### config.mk
export PLATFORM = sky130hd
export DESIGN_NAME = spi_byte_engine
export DESIGN_NICKNAME = d
export VERILOG_FILES = /design/src/rtl/spi_byte_engine.sv
export SDC_FILE = /design/constraint.sdc
export NUM_CORES = 1
export LEC_CHECK = 0
export CAP_MARGIN = 25
export CORE_MARGIN = 3
export CORE_UTILIZATION = 41
export DETAILED_ROUTE_END_ITERATION = 7
export DONT_BUFFER_PORTS = 1
export PLACE_DENSITY_LB_ADDON = 0.12
export RECOVER_POWER = 25
export SETUP_SLACK_MARGIN = 0.5
export SLEW_MARGIN = 30
export SYNTH_ARGS = -nofsm -noshare
export SYNTH_HDL_FRONTEND = slang
export SYNTH_SLANG_ARGS = --single-unit
### constraint.sdc
create_clock -name CLK -period 3.1 [get_ports CLK]
set_input_delay 0.775 -clock CLK [delete_from_list [all_inputs] [get_ports CLK]]
set_output_delay 0.775 -clock CLK [all_outputs]
set_load 0.1 [all_outputs]
### src/rtl/spi_byte_engine.sv
// Byte-serial SPI master: valid/ready byte in, SCLK/MOSI/MISO shift, rx strobe out.
// Also registers the SS pin and synchronizes the asynchronous INT pin.
module spi_byte_engine #(
    parameter int DIV_W = 8
) (
    input  logic             CLK,
    input  logic             RESET_N,
    input  logic [7:0]       tx_data,
    input  logic             tx_valid,
    output logic             tx_ready,
    output logic [7:0]       rx_data,
    output logic             rx_valid,
    output logic             busy,
    input  logic [DIV_W-1:0] div,
    input  logic             cpol,
    input  logic             cpha,
    input  logic             ss_en,
    output logic             int_sync,
    output logic             int_rise,
    output logic             SS,
    output logic             SCLK,
    output logic             MOSI,
    input  logic             MISO,
    input  logic             INT
);

    typedef enum logic {
        IDLE,
        SHIFT
    } state_t;

    state_t           state_q, state_d;
    logic [DIV_W-1:0] div_q, div_d;
    logic [DIV_W-1:0] cnt_q, cnt_d;
    logic [3:0]       edge_q, edge_d;
    logic             cpol_q, cpol_d;
    logic             cpha_q, cpha_d;
    logic [7:0]       sh_q, sh_d;
    logic             mosi_q, mosi_d;
    logic             sclk_q, sclk_d;
    logic [7:0]       rxd_q, rxd_d;
    logic             rxv_q, rxv_d;
    logic             ss_q;
    logic             int_meta_q, int_sync_q, int_sync_d_q;

    logic [4:0] tog_n;
    logic       lead;
    logic       samp;
    logic       shift_mosi;
    logic [7:0] rx_next;

    // tog_n is the 1-based number of the toggle that would happen this cycle
    always_comb begin
        tog_n      = {1'b0, edge_q} + 5'd1;
        lead       = tog_n[0];
        samp       = cpha_q ? ~lead : lead;
        shift_mosi = cpha_q ? (lead && tog_n >= 5'd3)
                            : (~lead && tog_n <= 5'd14);
        rx_next    = {sh_q[6:0], MISO};
    end

    always_comb begin
        state_d = state_q;
        div_d   = div_q;
        cnt_d   = cnt_q;
        edge_d  = edge_q;
        cpol_d  = cpol_q;
        cpha_d  = cpha_q;
        sh_d    = sh_q;
        mosi_d  = mosi_q;
        sclk_d  = sclk_q;
        rxd_d   = rxd_q;
        rxv_d   = 1'b0;
        unique case (state_q)
            IDLE: begin
                sclk_d = cpol;
                if (tx_valid) begin
                    state_d = SHIFT;
                    div_d   = div;
                    cpol_d  = cpol;
                    cpha_d  = cpha;
                    sh_d    = tx_data;
                    mosi_d  = tx_data[7];
                    cnt_d   = div;
                    edge_d  = 4'd0;
                end
            end
            SHIFT: begin
                if (cnt_q != '0) begin
                    cnt_d = cnt_q - DIV_W'(1);
                end else begin
                    cnt_d  = div_q;
                    sclk_d = ~sclk_q;
                    edge_d = edge_q + 4'd1;
                    if (samp) sh_d = rx_next;
                    // sh_q[7] already holds the next tx bit after the prior sample
                    if (shift_mosi) mosi_d = sh_q[7];
                    if (tog_n[4]) begin
                        state_d = IDLE;
                        sclk_d  = cpol_q;
                        rxv_d   = 1'b1;
                        rxd_d   = samp ? rx_next : sh_q;
                    end
                end
            end
            default: state_d = IDLE;
        endcase
    end

    always_ff @(posedge CLK or negedge RESET_N) begin
        if (!RESET_N) begin
            state_q <= IDLE;
            div_q   <= '0;
            cnt_q   <= '0;
            edge_q  <= 4'd0;
            cpol_q  <= 1'b0;
            cpha_q  <= 1'b0;
            sh_q    <= 8'h00;
            mosi_q  <= 1'b0;
            sclk_q  <= 1'b0;
            rxd_q   <= 8'h00;
            rxv_q   <= 1'b0;
        end else begin
            state_q <= state_d;
            div_q   <= div_d;
            cnt_q   <= cnt_d;
            edge_q  <= edge_d;
            cpol_q  <= cpol_d;
            cpha_q  <= cpha_d;
            sh_q    <= sh_d;
            mosi_q  <= mosi_d;
            sclk_q  <= sclk_d;
            rxd_q   <= rxd_d;
            rxv_q   <= rxv_d;
        end
    end

    always_ff @(posedge CLK or negedge RESET_N) begin
        if (!RESET_N) begin
            ss_q         <= 1'b1;
            int_meta_q   <= 1'b0;
            int_sync_q   <= 1'b0;
            int_sync_d_q <= 1'b0;
        end else begin
            ss_q         <= ~ss_en;
            int_meta_q   <= INT;
            int_sync_q   <= int_meta_q;
            int_sync_d_q <= int_sync_q;
        end
    end

    assign tx_ready = (state_q == IDLE);
    assign busy     = (state_q == SHIFT);
    assign rx_data  = rxd_q;
    assign rx_valid = rxv_q;
    assign SS       = ss_q;
    assign SCLK     = sclk_q;
    assign MOSI     = mosi_q;
    assign int_sync = int_sync_q;
    assign int_rise = int_sync_q & ~int_sync_d_q;

endmodule

==> results.toml <==
[sta]
whs_ns = 0.157
hold_violations = 0
period_needed_ns = 2.39
skew_ns = 0.00805
setup_tns_ns = 0
worstMarginPinSlew_ns = 0.943
final_max_slew_viol_count = 0
grt_setup_unrepaired = "false"
relSlewSlack = 0.371
timing.final.crit_share = 0.771
setup_viol = 0
layout_setup_ws_ns = 0.711
fmax_mhz = 419

[setup_path]
slowest_stage = "dfrtp_2"
end_kind = "output port"
path_cells = "clkinv_1 -> buf_4"
slowest_delay_ns = 0.57
cp.arrival_ns = 1.61
critPathKind = "flip-flop to output port"
required_ns = 2.32
critPathMaxFanout = 19
crit_path_start_kind = "flip-flop"

[drt]
first_pass_iters = 4
routed_wl_mm = 5.47
vias = 1747
viasPerCell = 5.56
drt_iter0_markers = 85
post_drt_wl_per_cell_um = 17.4
ant_nets = 0
remaining_drc_errors = 0

[synth]
postSynthAreaPerCell_sq_um = 10.3
synth-seq-cells = 46
synth-edff-count = 0
ys_warn_count = 0
synth_nets = 267
async_flop_share = 1.00
synth-compound-area-share = 0.152
syn_area_sq_mm = 0.00245
synth_top_family_by_area = "simple AND/OR/NAND/NOR gates"
netlist_instances = 239
synth-simple-area-share = 0.182
synth_fa_ha_area_frac = 0.0204
yosysSeqAreaShare = 0.470
synth-xor-area-share = 0.0179
synth.area.mux_share = 0.113
ys.flop_type = "dfrtp_1"
yosysUniqueCellTypes = 46

[cts]
h-tree-depth = 2
clkTransAtPathRegs_ns = 0.09
cts_buffers = 5
post_cts_buffers = 0
clock_path_buffers = 2
cts.repair.resized = 0
tritoncts = "built"
ctsHoldBuffers = 0
clkLatencyLatePin_ns = 0.30
cts_sinks = 46
clock-root-buffer = "clkbuf_8"

[global_routing]
grt_pass1_wl_mm = 9.34
antenna_found_initial = 0
top_usage_layer = "met2"
grt_max_degree = 47
grt_pass1_vias = 1811
grt-ovfl-total = 0
use_met2 = 0.241
grt_use_met3 = 0.0456
grtUsageTotal = 0.167
grt_use_met1 = 0.240

[finish]
final_cell_mix = "46 x nand2_1, 44 x dfrtp_1, 19 x mux2i_1"
nets = 269
diodes = 0
final_common_cell = "nand2_1"
seqCellArea_sq_mm = 0.00115
num-fill-cells = 546
layout-drive-gt1-share = 0.169
finalNonFillerCells = 314
multi_input_area_sq_mm = 0.00119
post-route-util = 0.464
syn_to_final_growth_pct = 6.74

[power]
peakVddDrop_uv = 388
powerDensity_mw_per_mm2 = 797
leakage_nw = 1.21

[placement]
place_ws_ns = 0.954
hpwl_mm = 3.76
portBuffers = 0
place.gp.congestion = 0.754
placed_cells = 306

[floorplanning]
core_area_sq_mm = 0.00564
start_util = 0.434
die_y_um = 83.3
boundaryPins = 40
fp.dieW_um = 83.3
num_rows = 27
die-area_sq_mm = 0.00694

[worst_hold_path]
hold_class = "input port to async pin"

[run]
maxCapViolCount = 0

[run_status]
status = "completed"
==> logic make-up after synthesis <==
family	count (synthesis)
muxes	26
buffers and inverters	20
xor gates and xnor gates	5
adders and majority gates	4
AOI/OAI and AO/OA	52
and+or+nand+nor	86
DFF	46
==> metrics by stage <==
step	instance area [sq um]	power [W]
5_1_grt	2620	0.00225
3_3_place_gp	2520	0.00170
6_report	2620	0.00209
2_1_floorplan	2460	0.00157
4_1_cts	2620	0.00211
3_5_place_dp	2520	0.00171
==> worst max-delay path: cells and delay by family, from the launching register on <==
kind | cells | cell delay (ns)
buffers and inverters | 2 | 0.73
DFF | 1 | 0.57
==> cell usage after synthesis, types with 4 or more instances <==
cell type	count	area share
nor3b_1	4	0.012
ha_1	4	0.020
o221a_2	7	0.032
o21ai_0	11	0.022
buf_2	4	0.0082
nand3_1	7	0.014
dfrtp_1	45	0.46
a21oi_1	9	0.018
nand2_1	46	0.070
mux2_2	5	0.023
clkbuf_1	4	0.0061
nand4_1	4	0.010
nor2_1	5	0.0077
mux2i_1	19	0.078
a31oi_1	7	0.018
inv_1	6	0.0092
==> flip-flops by register name, indices dropped and copies added, names as in the netlist, 4 cells and up <==
name,flops
div_q,8
cnt_q,8
sh_q,8
rx_data,8
edge_q,4
==> final cells by class <==
type	instances	share of cell area
inverter	7	0.0100
multi-input combinational	173	0.455
clock buffer	6	0.0316
clock inverter	2	0.00478
timing repair buffer	8	0.0230
sequential	46	0.441
tap	72	0.0344
==> report_power, final <==
part / leakage [nW] / switching (W) / internal [W]
Clock: 0.0472 / 0.000209 / 0.000179
Combinational: 0.604 / 0.000321 / 0.000332
Sequential: 0.559 / 0.000294 / 0.000751
Total: 1.21 / 0.000823 / 0.00126
==> metal layers <==
| layer | share of wire | up-vias |
|---|---|---|
| li1 | - | 858 |
| met1 | 0.49 | 846 |
| met2 | 0.44 | 35 |
| met3 | 0.054 | 8 |
| met4 | 0.014 | 0 |
| met5 | 0 | - |
==> final timing paths <==
kind                                 start         end  slack [ns]  cells after the start
max in group asynchronous          RESET_N          SS        2.76                      0
worst min-delay path               RESET_N  rx_data[6]        0.16                      0
worst min register to register  int_meta_q    int_sync        0.35                      0
min in group CLK                int_meta_q    int_sync        0.35                      0
worst max-delay path                  busy    tx_ready        0.71                      2
worst max register to register        busy        MOSI        0.95                      5
Power figures use the tool's default switching activity.
